File: config.mk
export PLATFORM = sky130hd
export DESIGN_NAME = bias_add_sequencer
export DESIGN_NICKNAME = d
export VERILOG_FILES = /design/src/rtl/bias_add_sequencer_pkg.sv /design/src/rtl/bias_sat_lane.sv /design/src/rtl/bias_add_sequencer.sv
export SDC_FILE = /design/constraint.sdc
export NUM_CORES = 1
export LEC_CHECK = 0
export CAP_MARGIN = 20
export CORE_AREA = 2 2 679 681
export DETAILED_ROUTE_END_ITERATION = 16
export DIE_AREA = 0 0 681 683
export PLACE_DENSITY = 0.3
export SLEW_MARGIN = 20
export SYNTH_ARGS = -nofsm -noshare
export SYNTH_HDL_FRONTEND = slang
export SYNTH_SLANG_ARGS = --single-unit
File: constraint.sdc
create_clock -name clk -period 9 [get_ports clk]
set_clock_uncertainty 0.1 [all_clocks]
set_input_delay 1.35 -clock clk [delete_from_list [all_inputs] [get_ports clk]]
set_output_delay 1.35 -clock clk [all_outputs]
set_load 0.01 [all_outputs]
File: src/rtl/bias_add_sequencer_pkg.sv
// bias_add_sequencer_pkg: shared lane width, saturation limits, FSM encoding and lane-slice macro
`ifndef BIAS_ADD_SEQ_LANE
`define BIAS_ADD_SEQ_LANE(v, i, w) v[(i)*(w) +: (w)]
`endif

package bias_add_sequencer_pkg;
   localparam int W = 18;
   localparam logic [W-1:0] SAT_MAX = {1'b0, {(W-1){1'b1}}};
   localparam logic [W-1:0] SAT_MIN = {1'b1, {(W-1){1'b0}}};
   typedef enum logic [1:0] {IDLE, RUN, FLUSH, DONE} state_t;
endpackage

File: src/rtl/bias_sat_lane.sv
// bias_sat_lane: one-lane signed bias add with saturation and optional ReLU
module bias_sat_lane
(
   input  logic [bias_add_sequencer_pkg::W-1:0] data,
   input  logic [bias_add_sequencer_pkg::W-1:0] bias,
   input  logic                                 relu,
   output logic [bias_add_sequencer_pkg::W-1:0] res
);
   import bias_add_sequencer_pkg::*;
   logic [W:0]   sum;
   logic [W-1:0] sat;
   assign sum = {data[W-1], data} + {bias[W-1], bias};
   // the two top bits of the widened sum disagree only on overflow
   assign sat = (sum[W] == sum[W-1]) ? sum[W-1:0] : (sum[W] ? SAT_MIN : SAT_MAX);
   assign res = (relu && sat[W-1]) ? '0 : sat;
endmodule

File: src/rtl/bias_add_sequencer.sv
// bias_add_sequencer: walks output-channel groups, adds the group's bias to each
// accepted accumulator vector and registers the saturated result with valid/ready.
module bias_add_sequencer #(
   parameter int N_adder_tree = 16,
   parameter int W = 18,
   parameter int N_GROUPS = 4,
   parameter int PIX_PER_GROUP = 729,
   localparam int GW = (N_GROUPS > 1) ? $clog2(N_GROUPS) : 1
) (
   input  logic                             clk,
   input  logic                             rst_n,
   input  logic                             start,
   input  logic                             relu_en,
   input  logic [N_GROUPS*N_adder_tree*W-1:0] bias_bus,
   input  logic [N_adder_tree*W-1:0]        in_data,
   input  logic                             in_valid,
   output logic                             in_ready,
   output logic [N_adder_tree*W-1:0]        out_data,
   output logic                             out_valid,
   input  logic                             out_ready,
   output logic [GW-1:0]                    out_grp,
   output logic                             out_last,
   output logic                             busy,
   output logic                             done
);
   import bias_add_sequencer_pkg::*;

   localparam int VW = N_adder_tree * W;
   localparam int PW = (PIX_PER_GROUP > 1) ? $clog2(PIX_PER_GROUP) : 1;
   localparam logic [PW-1:0] PIX_LAST = PW'(PIX_PER_GROUP - 1);
   localparam logic [GW-1:0] GRP_LAST = GW'(N_GROUPS - 1);

   state_t        state, nxt;
   logic [PW-1:0] pix_cnt;
   logic [GW-1:0] grp_cnt;
   logic          relu_q;
   logic          acc, pix_end, term;
   logic [VW-1:0] bias_sel, sum;

   assign in_ready = (state == RUN) && (!out_valid || out_ready);
   assign acc      = in_valid && in_ready;
   assign pix_end  = pix_cnt == PIX_LAST;
   assign term     = pix_end && (grp_cnt == GRP_LAST);
   assign bias_sel = bias_bus[grp_cnt*VW +: VW];
   assign busy     = state != IDLE;
   assign done     = state == DONE;

   for (genvar i = 0; i < N_adder_tree; i++) begin : g_lane
      bias_sat_lane u_lane (
         .data (`BIAS_ADD_SEQ_LANE(in_data, i, W)),
         .bias (`BIAS_ADD_SEQ_LANE(bias_sel, i, W)),
         .relu (relu_q),
         .res  (`BIAS_ADD_SEQ_LANE(sum, i, W))
      );
   end

   always_comb begin
      nxt = state;
      case (state)
         IDLE:    nxt = start ? RUN : IDLE;
         RUN:     nxt = (acc && term) ? FLUSH : RUN;
         FLUSH:   nxt = (out_valid && out_ready && out_last) ? DONE : FLUSH;
         default: nxt = IDLE;
      endcase
   end

   always_ff @(posedge clk or negedge rst_n) begin
      if (!rst_n) begin
         state   <= IDLE;
         pix_cnt <= '0;
         grp_cnt <= '0;
         relu_q  <= 1'b0;
      end else begin
         state <= nxt;
         if (state == IDLE && start) begin
            pix_cnt <= '0;
            grp_cnt <= '0;
            relu_q  <= relu_en;
         end else if (acc) begin
            pix_cnt <= pix_end ? '0 : pix_cnt + 1'b1;
            if (pix_end) grp_cnt <= (grp_cnt == GRP_LAST) ? '0 : grp_cnt + 1'b1;
         end
      end
   end

   // a fresh accept reloads the register even while the old vector drains
   always_ff @(posedge clk or negedge rst_n) begin
      if (!rst_n) begin
         out_valid <= 1'b0;
         out_data  <= '0;
         out_grp   <= '0;
         out_last  <= 1'b0;
      end else if (acc) begin
         out_valid <= 1'b1;
         out_data  <= sum;
         out_grp   <= grp_cnt;
         out_last  <= term;
      end else if (out_ready) begin
         out_valid <= 1'b0;
      end
   end
endmodule

### Word level (Yosys, flattened, before mapping)

Cells that the tools add are included.

* reductions and logical operators: 31
* $add $sub $neg: 18
* multipliers: 1
* shift-type cells: 1
* muxes and demuxes: 61
* eq/ne operators: 21

Operators by type and width (number)
* 1152-bit by 12-bit variable part select with 288-bit output: 1
* 18-bit two-way mux: 48
* 18-bit by 18-bit adder with 19-bit output: 16
* 10-bit two-way mux: 3
* 1-bit logical AND: 23
* 1-bit == test: 16
* 10-bit by 1-bit adder with 10-bit output, second input constant: 1
* 10-bit == test, second input constant: 1
* 2-bit two-way mux: 5
* 2-bit nonzero test: 4
* 2-bit == test, second input constant: 3
* 2-bit by 4-bit multiplier with 6-bit output, second input constant: 1
* 2-bit one-hot mux with 3 select lines: 1
* 1-bit two-way mux: 4
* 2-bit by 1-bit adder with 2-bit output, second input constant: 1
* 2-bit by 1-bit == test with 1-bit output, second input constant: 1
* 2-bit zero test: 1
* 2-bit AND reduction: 1
* 1-bit zero test: 1
* 1-bit logical OR: 1

* output and inout port bits: 295
* bits of input ports: 1446
* register bits after elaboration: 307
* logic and storage cells: 141

### Longest topological paths before layout

Gate-level depths: netlist (run 1).

* word-level depth: 7
* depth in mapped cells: 17
* gate-level depth less buffers: 12

### Cells and area by module

From an unflattened synthesis (run 1), not the netlist that was laid out.

* cells, all modules: 4364
* area, all modules: 38020.2 µm²

By module, submodules not included
* bias_sat_lane: area each 1209.9 µm², cells each 168, instances 16
* bias_add_sequencer: area each 18661.6 µm², cells each 1676, instances 1

### Least setup slack after synthesis (run 1)

OpenSTA, ideal clock, no wires.

* path type: flip-flop to flip-flop
* start point: register grp_cnt[0]
* end point: register out_data[61]
* period minus slack after synthesis: 4506 ps
* stages on the path, launching flop included: 18
* setup slack: 4494 ps
* data arrival time: 4280 ps
* cells stage by stage: dfrtp_1 > clkbuf_1 > clkbuf_1 > buf_1 > mux4_2 > ha_1 > inv_1 > fa_1 > nor2b_4 > o31a_1 > o31ai_2 > a211oi_1 > o311ai_2 > a41oi_1 > a22o_1 > buf_6 > buf_6 > a221o_1

* word-level cells in the longest chain between the ends: 7
* elaborated cells on any way between the ends: 8

RTL lines
* start, declared: line bias_add_sequencer.sv:35 `logic [GW-1:0] grp_cnt;`
* start signal, assigned: line bias_add_sequencer.sv:81 `if (pix_end) grp_cnt <= (grp_cnt == GRP_LAST) ? '0 : grp_cnt + 1'b1;`
* 2-bit by 4-bit multiplier with 6-bit output (*): line bias_add_sequencer.sv:44 `assign bias_sel = bias_bus[grp_cnt*VW +: VW];`
* 1152-bit by 12-bit variable part select with 288-bit output (*): line bias_add_sequencer.sv:44
* 18-bit by 18-bit adder with 19-bit output (*): line bias_sat_lane.sv:12 `assign sum = {data[W-1], data} + {bias[W-1], bias};`
* 18-bit two-way mux / 1-bit == test (equally long branches): line bias_sat_lane.sv:14 `assign sat = (sum[W] == sum[W-1]) ? sum[W-1:0] : (sum[W] ? SAT_MIN : SAT_MAX);`
* 18-bit two-way mux (*): line bias_sat_lane.sv:14
* 1-bit logical AND: line bias_sat_lane.sv:15 `assign res = (relu && sat[W-1]) ? '0 : sat;`
* 18-bit two-way mux (*): line bias_sat_lane.sv:15
* end signal, assigned: line bias_add_sequencer.sv:95 `out_data <= sum;`
* end, declared: line bias_add_sequencer.sv:18 `output logic [N_adder_tree*W-1:0] out_data,`

Mark *: on every way between the ends. The rest lies on a longest branch, timed or not.
A chain may end at the register's enable or synchronous reset.

### Worst setup path in the final report (run 1)

* start point: register grp_cnt[0]
* end point: register out_data[37]

Same word-level chain as after synthesis.

==> impl_metrics.py, run 1 <==
metrics = {
    "yosys": {
        "synth-seq-area-share_pct": 23.93,
        "syn_inst": 3023,
        "synth_edf_count": 0,
        "synth-async-reset-ratio_pct": 100.0,
        "avgSynthCellArea_um2": 10.62,
        "yosysTopAreaCellShare_pct": 23.93,
        "yosysUniqueCellTypes": 88,
        "synthTopCellsByArea": "dfrtp_1, mux4_2, ha_1",
        "yosys_register_bits": 307,
        "synthFlopType": "dfrtp_1",
        "syn_area_mm2": 0.03211,
        "synth_top_cell_by_area": "dfrtp_1",
        "syn_nets": 4776,
        "yosys_warnings": 0,
    },
    "clock_tree": {
        "cts_made_buffers": 50,
        "postCtsSetupRepairBufs": 0,
        "cts_hold_buf": 0,
        "cts_buffer_depth": 3,
        "cts.clk_slew.worst_paths_ps": 60,
        "cts_tree": "yes",
        "root_buffer": "clkbuf_16",
        "clk-insertion-delay-late_ps": 660,
        "cts.repair.resized": 0,
        "clock_sinks": 307,
        "htree_levels": 2,
    },
    "setup_path": {
        "crit_path_end_kind": "flip-flop",
        "cp-start-kind": "flip-flop",
        "crit_required_ps": 9460,
        "cp_max_fo": 68,
        "arrival_ps": 6290,
        "critical_path_class": "flip-flop to flip-flop",
    },
    "global_routing": {
        "grt_pass1_vias": 36330,
        "grt_pass1_wl_um": 387800,
        "grt.overflow.total": 0,
        "grt_use_total_pct": 12.72,
        "grt_antenna_before_repair": 164,
        "grt_max_degree": 103,
    },
    "placed_design": {
        "io_buffer_count": 1740,
        "dp.final_hpwl_um": 279100,
        "gp_congestion": 0.8934,
    },
    "run_status": {
        "status": "completed",
    },
    "finish": {
        "syn2layout_area_growth_pct": 83.55,
        "fillCellCount": 51710,
        "drive_above_1_share_pct": 10.08,
        "multi_input_area_mm2": 0.02337,
        "final_common_cell": "clkdlybuf4s50_1",
        "nets": 6436,
        "ff_latch_area_mm2": 0.007690,
        "final_cell_mix": "clkdlybuf4s50_1, dfrtp_1, ha_1",
    },
    "power_and_ir_drop": {
        "p_total_mw": 5.828,
        "power.density_mw_per_mm2": 98.90,
        "p_leak_nw": 21.45,
        "peakVddDrop_uv": 126.9,
    },
    "floorplanning": {
        "start_util_pct": 7.006,
        "die-area_mm2": 0.4651,
        "io_pins": 1741,
        "die_w_um": 681,
        "rows": 249,
        "die_y_um": 683,
        "core_mm2": 0.4583,
    },
    "detailed_routing": {
        "highest_layer": "met5",
        "met1_length_um": 125900,
        "drc": 0,
        "via_per_inst": 3.233,
        "ant_nets": 0,
        "avgRoutedWirePerCell_um": 28.43,
        "routed_wl_um": 310100,
        "drtPass1Iterations": 5,
        "route.met2.wl_um": 156200,
        "vias": 35250,
        "wl_met3_um": 20810,
        "drtIter0Drc": 1885,
    },
    "sta": {
        "rsz0062_at_grt": "false",
        "worst_pin_slew_ps": 1230,
        "finalCriticalPeriod_ps": 5829,
        "hold_viol_final": 0,
        "slew_headroom_pct": 18.01,
        "max_freq_mhz": 171.6,
        "whs_ps": 378.7,
        "drv_slew": 0,
        "setup_tns_ps": 0,
        "setup_viol": 0,
        "period_share_pct": 64.77,
    },
    "min_path": {
        "hp-class": "flip-flop to flip-flop",
    },
    "job": {
        "cap_violations": 0,
    },
}
==> power by group <==
part           leakage, nW  switching, mW  internal (mW)
Combinational         16.2           1.04           1.10
Clock                0.929          0.843           1.46
Sequential            4.28       0.000299           1.38
Total                 21.4           1.89           3.94
==> metal layers <==
| layer | global-route usage [%] | vias to the layer above |
|---|---|---|
| li1 | - | 15660 |
| met1 | 15.09 | 17750 |
| met2 | 22.87 | 1458 |
| met3 | 3.379 | 311 |
| met4 | 2.562 | 72 |
| met5 | 0 | - |
==> Yosys cell counts, types with 26 or more instances <==
library cell and number:
and3_1 41, nor2_1 167, nand2b_1 33, nor3_1 38
clkbuf_1 103, a21o_1 110, o21a_1 69, a211oi_1 29
o21ai_0 122, a221o_1 271, inv_1 110, buf_1 41
nor2b_1 45, nand3_1 47, a21oi_1 203, xnor2_1 161
xor2_1 41, nand2_1 102, or3_1 26, dfrtp_1 307
mux4_2 288, ha_1 291
==> metrics by stage <==
step                      setup slack [ps]  utilization (%)  cell area (um2)  cells
after floorplan                       4494                -            32110   3023
after global placement                3057            12.41            56890  10780
after detailed placement              3060            12.42            56920  10780
after CTS                             3060            12.84            58820  10870
after global routing                  2699            12.85            58890  10890
final                                 3171            12.86            58930  10910
==> registers in the layout (all words and copies together), names as in the netlist <==
name,cells
grp_cnt,2
out_data,288
out_grp,2
out_last,1
out_valid,1
pix_cnt,10
relu_q,1
state,2
==> critical path: stages (launching register included) <==
cell,delay [ps]
dfrtp_4,880
buf_12,330
mux4_2,680
ha_1,260
inv_1,80
fa_1,210
nor2b_1,60
o21ai_1,230
a211oi_1,150
a2111oi_2,710
nor3_1,130
o22ai_1,400
o22ai_1,330
buf_4,300
a221o_1,310
==> kinds of logic after synthesis <==
group | synth area share [%]
AOI/OAI and AO/OA | 25.02
and+or+nand+nor | 9.119
adders and majority gates | 12.34
DFF | 23.93
muxes | 20.61
buffers and inverters | 3.468
xor gates and xnor gates | 5.510
==> final cells by class <==
cell class	count	area share, %
diodes	32	0.1359
well taps	6149	13.06
clock buffers	68	2.516
clock inverters	25	0.7197
repair buffers	1778	30.17
inverters	110	0.7006
flip-flops and latches	307	13.05
multi-input cells	2436	39.65
==> final timing paths <==
kind,end,startpoint,slack (ps),cells after the start
max,out_data[37]$_DFFE_PN0P_,grp_cnt[0]$_DFFE_PN0P_,3170,14
min,out_data[161]$_DFFE_PN0P_,out_data[161]$_DFFE_PN0P_,380,2
max reg2reg,out_data[37]$_DFFE_PN0P_,grp_cnt[0]$_DFFE_PN0P_,3170,14
min reg2reg,out_data[161]$_DFFE_PN0P_,out_data[161]$_DFFE_PN0P_,380,2
max in group asynchronous,out_data[109]$_DFFE_PN0P_,rst_n,6810,2
min in group asynchronous,out_data[73]$_DFFE_PN0P_,rst_n,560,1
Note: power is estimated with default switching activity, not from simulation.
==> inputs of run 2 (changes only) <==
--- a/config.mk
+++ b/config.mk
@@ -6,9 +6,9 @@
 export NUM_CORES = 1
 export LEC_CHECK = 0
 export CAP_MARGIN = 20
-export CORE_AREA = 2 2 679 681
+export CORE_AREA = 2 2 683 685
 export DETAILED_ROUTE_END_ITERATION = 16
-export DIE_AREA = 0 0 681 683
+export DIE_AREA = 0 0 685 687
 export PLACE_DENSITY = 0.3
 export SLEW_MARGIN = 20
 export SYNTH_ARGS = -nofsm -noshare
==> constraint.sdc (replaced) <==
create_clock -name clk -period 6 [get_ports clk]
set_clock_uncertainty 0.1 [all_clocks]
set_input_delay 0.9 -clock clk [delete_from_list [all_inputs] [get_ports clk]]
set_output_delay 0.9 -clock clk [all_outputs]
set_load 0.01 [all_outputs]
==> run 2 against run 1 <==
Via count up 3.0%. First-iteration DRC count up 29%. Total power up 47%. Register-to-register slack worse by 2300 ps. Flip-flop and latch count unchanged. Largest power group is now combinational cells. Sequential share of layout area decreased by 0.072 points. Utilization down 0.050 points. Cell area is 0.55% higher. Global-route usage increased by 1.6 points. Critical path depth shrank 2. Sequential power up 50%. Wire length increased by 13%.
==> impl_metrics.py, run 2 (synthesis gave the netlist of run 1 again) <==
metrics = {
    "run_status": {
        "status": "completed",
    },
    "detailed_routing": {
        "ant_nets": 0,
        "avgRoutedWirePerCell_um": 31.84,
        "vias": 36320,
        "drc": 0,
        "drtIter0Drc": 2425,
        "via_per_inst": 3.301,
        "drtPass1Iterations": 7,
        "routed_wl_um": 350300,
    },
    "finish": {
        "drive_above_1_share_pct": 11.03,
        "syn2layout_area_growth_pct": 84.56,
        "final_cell_mix": "clkdlybuf4s50_1, dfrtp_1, ha_1",
        "stdcell_area_mm2": 0.05926,
        "top_regs": "out_data x288, pix_cnt x10",
        "largest_reg_flops": 288,
        "final_common_cell": "clkdlybuf4s50_1",
        "layout.cells.non_filler": 11000,
        "finalCoreUtilization_pct": 12.81,
        "nets": 6480,
        "regMostFlops": "out_data",
    },
    "min_path": {
        "hp-class": "input port to asynchronous set/reset pin",
    },
    "floorplanning": {
        "die_w_um": 685,
        "start_util_pct": 6.940,
        "io_pins": 1741,
        "die-area_mm2": 0.4706,
        "die_y_um": 687,
        "core_mm2": 0.4626,
        "rows": 250,
    },
    "sta": {
        "hold_viol_final": 0,
        "rsz0062_at_grt": "false",
        "drv_slew": 0,
        "max_freq_mhz": 196.3,
        "setup_tns_ps": 0,
        "setup_viol": 0,
        "slew_headroom_pct": 36.00,
        "period_share_pct": 84.88,
        "worst_pin_slew_ps": 957.0,
        "finalCriticalPeriod_ps": 5093,
    },
    "clock_tree": {
        "clk-insertion-delay-late_ps": 660,
        "cts_hold_buf": 0,
        "cts_tree": "yes",
        "cts_buffer_depth": 3,
        "cts_made_buffers": 49,
        "htree_levels": 2,
        "clock_sinks": 307,
        "root_buffer": "clkbuf_16",
        "cts.repair.resized": 0,
        "cts.clk_slew.worst_paths_ps": 70,
        "postCtsSetupRepairBufs": 0,
    },
    "setup_path": {
        "critical_path_class": "flip-flop to flip-flop",
        "arrival_ps": 5580,
        "crit_required_ps": 6490,
        "cp-start-kind": "flip-flop",
        "crit_path_end_kind": "flip-flop",
        "cp_max_fo": 36,
    },
    "global_routing": {
        "grt_use_total_pct": 14.29,
        "grt_pass1_wl_um": 432600,
        "grt_pass1_vias": 36630,
        "grt_max_degree": 102,
        "grt_antenna_before_repair": 265,
        "grt.overflow.total": 0,
    },
    "placed_design": {
        "dp.final_hpwl_um": 319000,
        "io_buffer_count": 1740,
        "dp.cells": 10850,
        "placed_cell_area_mm2": 0.05737,
        "gp_congestion": 0.9143,
    },
    "power_and_ir_drop": {
        "p_total_mw": 8.573,
        "peakVddDrop_uv": 192.1,
        "p_leak_nw": 21.64,
        "power.density_mw_per_mm2": 144.7,
    },
    "job": {
        "cap_violations": 0,
    },
}
## run 2: layout make-up
type / count / area, um2
antenna: 61 / 152.6
tap: 6174 / 7725
timing repair buffer: 1823 / 18190
sequential: 307 / 7690
inverter: 110 / 412.9
multi-input combinational: 2436 / 23360
fill: 52290 / 403400
clock inverter: 28 / 360.3
clock buffer: 63 / 1369
## run 2: per-layer routing
| metal | vias to the layer above | part of all wire, % | GRT usage [%] |
|---|---|---|---|
| met5 | - | 0.099 | 0 |
| met4 | 54 | 3.0 | 3.402 |
| met3 | 510 | 6.5 | 3.562 |
| met2 | 1799 | 49 | 25.14 |
| met1 | 18160 | 41 | 17.34 |
| li1 | 15800 | - | - |
## run 2: path summary, 6_finish.rpt
kind                                   startpoint  depth (start not counted)                        end  slack (ps)
setup / recovery           grp_cnt[0]$_DFFE_PN0P_                         12   out_data[37]$_DFFE_PN0P_         910
hold / removal                              rst_n                          1   out_data[84]$_DFFE_PN0P_          60
setup reg to reg           grp_cnt[0]$_DFFE_PN0P_                         12   out_data[37]$_DFFE_PN0P_         910
hold reg to reg            out_grp[0]$_DFFE_PN0P_                          2     out_grp[0]$_DFFE_PN0P_         390
max in group asynchronous                   rst_n                          2  out_data[235]$_DFFE_PN0P_        4450
min in group clk           out_grp[0]$_DFFE_PN0P_                          2     out_grp[0]$_DFFE_PN0P_         390
## run 2: power by group
group	leakage, nW	internal [mW]	switching (mW)
Sequential	4.28	2.07	0.000485
Combinational	16.5	1.65	1.66
Clock	0.849	1.92	1.27
## run 2: per-stage QoR
| stage | setup WS (ps) | hold slack (ps) |
|---|---|---|
| floorplan | 1494 | 367.4 |
| global placement | 544.5 | 372.6 |
| detailed placement | 589.9 | 374.3 |
| CTS | 757.1 | 1.417 |
| global route | 529.2 | 31.31 |
| finish | 907.0 | 58.36 |
## run 2: critical path, stage by stage (launching register included)
cell and delay, ps:
dfrtp_4 650, buf_12 250, buf_12 370, mux4_2 600, ha_1 310, a211o_1 300
o211ai_1 130, a31oi_1 220, a41oi_1 610, o21ai_1 150, xnor2_1 190, o22ai_2 710
a221o_1 260
==> inputs of run 3 (changes only) <==
--- a/config.mk
+++ b/config.mk
@@ -6,9 +6,9 @@
 export NUM_CORES = 1
 export LEC_CHECK = 0
 export CAP_MARGIN = 20
-export CORE_AREA = 2 2 683 685
+export CORE_AREA = 2 2 677 679
 export DETAILED_ROUTE_END_ITERATION = 16
-export DIE_AREA = 0 0 685 687
+export DIE_AREA = 0 0 679 681
 export PLACE_DENSITY = 0.3
 export SLEW_MARGIN = 20
 export SYNTH_ARGS = -nofsm -noshare
==> constraint.sdc (replaced) <==
create_clock -name clk -period 4.3 [get_ports clk]
set_clock_uncertainty 0.1 [all_clocks]
set_input_delay 0.645 -clock clk [delete_from_list [all_inputs] [get_ports clk]]
set_output_delay 0.645 -clock clk [all_outputs]
set_load 0.01 [all_outputs]
==> run 3 against run 2 <==
The run now ends with negative setup slack left. Critical path depth grew 4. Sequential share of layout area shrank 1.1 points. Highest routed layer unchanged. Total power grew 45%. Largest cell class unchanged. Critical endpoint is now out_data[69]$_DFFE_PN0P_. Die area shrank 1.7%. Clock-buffer cell count grew 4.
==> impl_metrics.py, run 3 (synthesis gave the netlist of run 1 again) <==
metrics = {
    "global_routing": {
        "grt_pass1_vias": 38780,
        "grt_use_total_pct": 13.30,
        "grt_pass1_wl_um": 405200,
        "grt.overflow.total": 0,
        "grt_antenna_before_repair": 203,
        "grt_max_degree": 78,
    },
    "detailed_routing": {
        "drtPass1Iterations": 5,
        "ant_nets": 0,
        "drc": 0,
        "vias": 37570,
        "routed_wl_um": 323600,
        "avgRoutedWirePerCell_um": 28.38,
        "via_per_inst": 3.295,
        "drtIter0Drc": 2036,
    },
    "setup_path": {
        "critical_path_class": "flip-flop to flip-flop",
        "worstReg2RegEnd": "out_data[69]$_DFFE_PN0P_",
        "cp_cell_sequence": "buf_12, buf_16, buf_8, mux4_2, ha_4, inv_2, fa_2, nor2b_4, o31a_1, o31ai_4, a211oi_2, o311ai_2, a41oi_2, a22o_4, clkbuf_16, a221o_1",
        "rr_startpoint": "grp_cnt[0]$_DFFE_PN0P_",
        "cp-start-kind": "flip-flop",
        "crit_required_ps": 4740,
        "cp_max_fo": 8,
        "crit_family": "compound AO/OA/AOI/OAI gates",
        "r2r_setup_slack_ps": -120,
        "crit_buf_inv": 5,
        "cp_slowest_cell": "mux4_2",
        "crit_path_end_kind": "flip-flop",
        "rr_worst_depth": 16,
        "cp_slowest_stage_delay_ps": 550,
        "arrival_ps": 4860,
    },
    "job": {
        "cap_violations": 0,
    },
    "run_status": {
        "failed_checks": "negative setup slack",
        "status": "finished, violations left",
    },
    "finish": {
        "top_regs": "out_data x288, pix_cnt x10",
        "nets": 7044,
        "final_common_cell": "clkdlybuf4s50_1",
        "finalCoreUtilization_pct": 14.24,
        "regMostFlops": "out_data",
        "largest_reg_flops": 288,
        "final_cell_mix": "clkdlybuf4s50_1, buf_4, dfrtp_1",
        "drive_above_1_share_pct": 21.57,
        "syn2layout_area_growth_pct": 101.8,
        "stdcell_area_mm2": 0.06478,
    },
    "min_path": {
        "min_from": "out_data[161]$_DFFE_PN0P_",
        "hp-class": "flip-flop to flip-flop",
        "whs_path_depth": 2,
        "min_delay_worst_endpoint": "out_data[161]$_DFFE_PN0P_",
    },
    "sta": {
        "finalCriticalPeriod_ps": 4419,
        "setup_ws_ps": -118.7,
        "setup_viol": 150,
        "whs_ps": 381.9,
        "drv_slew": 0,
        "rsz0062_at_grt": "true",
        "worst_pin_slew_ps": 1018,
        "max_freq_mhz": 226.3,
        "hold_viol_final": 0,
        "period_share_pct": 102.8,
        "slew_headroom_pct": 31.94,
    },
    "floorplanning": {
        "io_pins": 1741,
        "start_util_pct": 7.058,
        "rows": 248,
        "die_w_um": 679,
        "core_mm2": 0.4549,
        "die_y_um": 681,
        "die-area_mm2": 0.4624,
    },
    "clock_tree": {
        "cts_tree": "yes",
        "root_buffer": "clkbuf_16",
        "clock_sinks": 307,
        "cts_buffer_depth": 3,
        "cts_made_buffers": 49,
        "htree_levels": 2,
        "cts.clk_slew.worst_paths_ps": 60,
        "clk-insertion-delay-late_ps": 660,
    },
    "placed_design": {
        "pre_cts_ws_ps": -542.6,
        "gp_congestion": 0.9625,
        "placed_cell_area_mm2": 0.06172,
        "io_buffer_count": 1740,
        "dp.final_hpwl_um": 291300,
    },
    "power_and_ir_drop": {
        "p_leak_nw": 24.69,
        "p_total_mw": 12.46,
        "power.density_mw_per_mm2": 192.4,
        "peakVddDrop_uv": 270.1,
    },
}
[run 3: cell types whose count changed in the layout (fill, tap and decap cells not counted), moves of 9 or more]
cell / change
a21oi_1: -13
diode_2: +14
buf_12: +56
buf_6: +13
ha_1: -25
ha_4: +21
a21oi_2: +10
buf_4: +474
a211oi_1: -9
a211oi_2: +9
[run 3: cell type report]
type	count	area, um2
fillers	51230	390100
multi-input cells	2436	23960
repair buffers	2387	23340
flip-flops and latches	307	7690
well taps	6000	7507
clock buffers	67	1416
inverters	110	412.9
clock inverters	20	270.3
diodes	75	187.7
[run 3: what timing repair did]
| action | CTS | global route |
|---|---|---|
| hold buffers | 1 | 0 |
| setup buffers | 10 | 22 |
| cloned | 0 | 4 |
| pin swaps | 17 | 43 |
| setup endpoints to repair | 254 | 274 |
| endpoints found under the hold margin | 51 | 0 |
| resized for setup | 42 | 100 |
[run 3: power breakdown]
group          switching [mW]  internal [mW]  total [mW]  leakage, nW
combinational            2.41           2.81        5.22         19.6
sequential           0.000665           2.89        2.89         4.28
clock                    1.71           2.64        4.35        0.818
[run 3: how the worst max path moves through the flow]
stage                           startpoint                        end  slack, ps  depth (start not counted)
global placement    grp_cnt[0]$_DFFE_PN0P_  out_data[144]$_DFFE_PN0P_       -500                         13
floorplan           grp_cnt[0]$_DFFE_PN0P_  out_data[275]$_DFFE_PN0P_          7                         15
CTS                 grp_cnt[0]$_DFFE_PN0P_  out_data[144]$_DFFE_PN0P_       -220                         17
detailed placement  grp_cnt[0]$_DFFE_PN0P_  out_data[147]$_DFFE_PN0P_       -540                         13
global route        grp_cnt[0]$_DFFE_PN0P_  out_data[156]$_DFFE_PN0P_       -290                         15
finish              grp_cnt[0]$_DFFE_PN0P_   out_data[69]$_DFFE_PN0P_       -120                         16
[run 3: worst reg2reg max path, delay by kind of cell (launching register included)]
| kind | cells | cell delay [ps] |
|---|---|---|
| AO/OA/AOI/OAI | 7 | 1890 |
| adder cells (fa/ha/maj) | 2 | 440 |
| buffers and inverters | 5 | 780 |
| AND/OR/NAND/NOR | 1 | 50 |
| flip-flops | 1 | 480 |
| multiplexers | 1 | 550 |
[run 3: metal layers]
metal / GRT usage [%] / part of all wire, % / vias to the layer above
li1: - / - / 16920
met1: 15.52 / 39 / 18700
met2: 23.41 / 50 / 1561
met3: 3.719 / 7.3 / 338
met4: 4.154 / 3.0 / 50
met5: 0 / 0.10 / -
[run 3: stage by stage]
stage                     instances  setup TNS (ps)
final                         11400           -7760
after detailed placement      11200          -76640
after global routing          11370          -50930
after floorplan                3023               0
after CTS                     11300          -30000
after global placement        11200          -72270
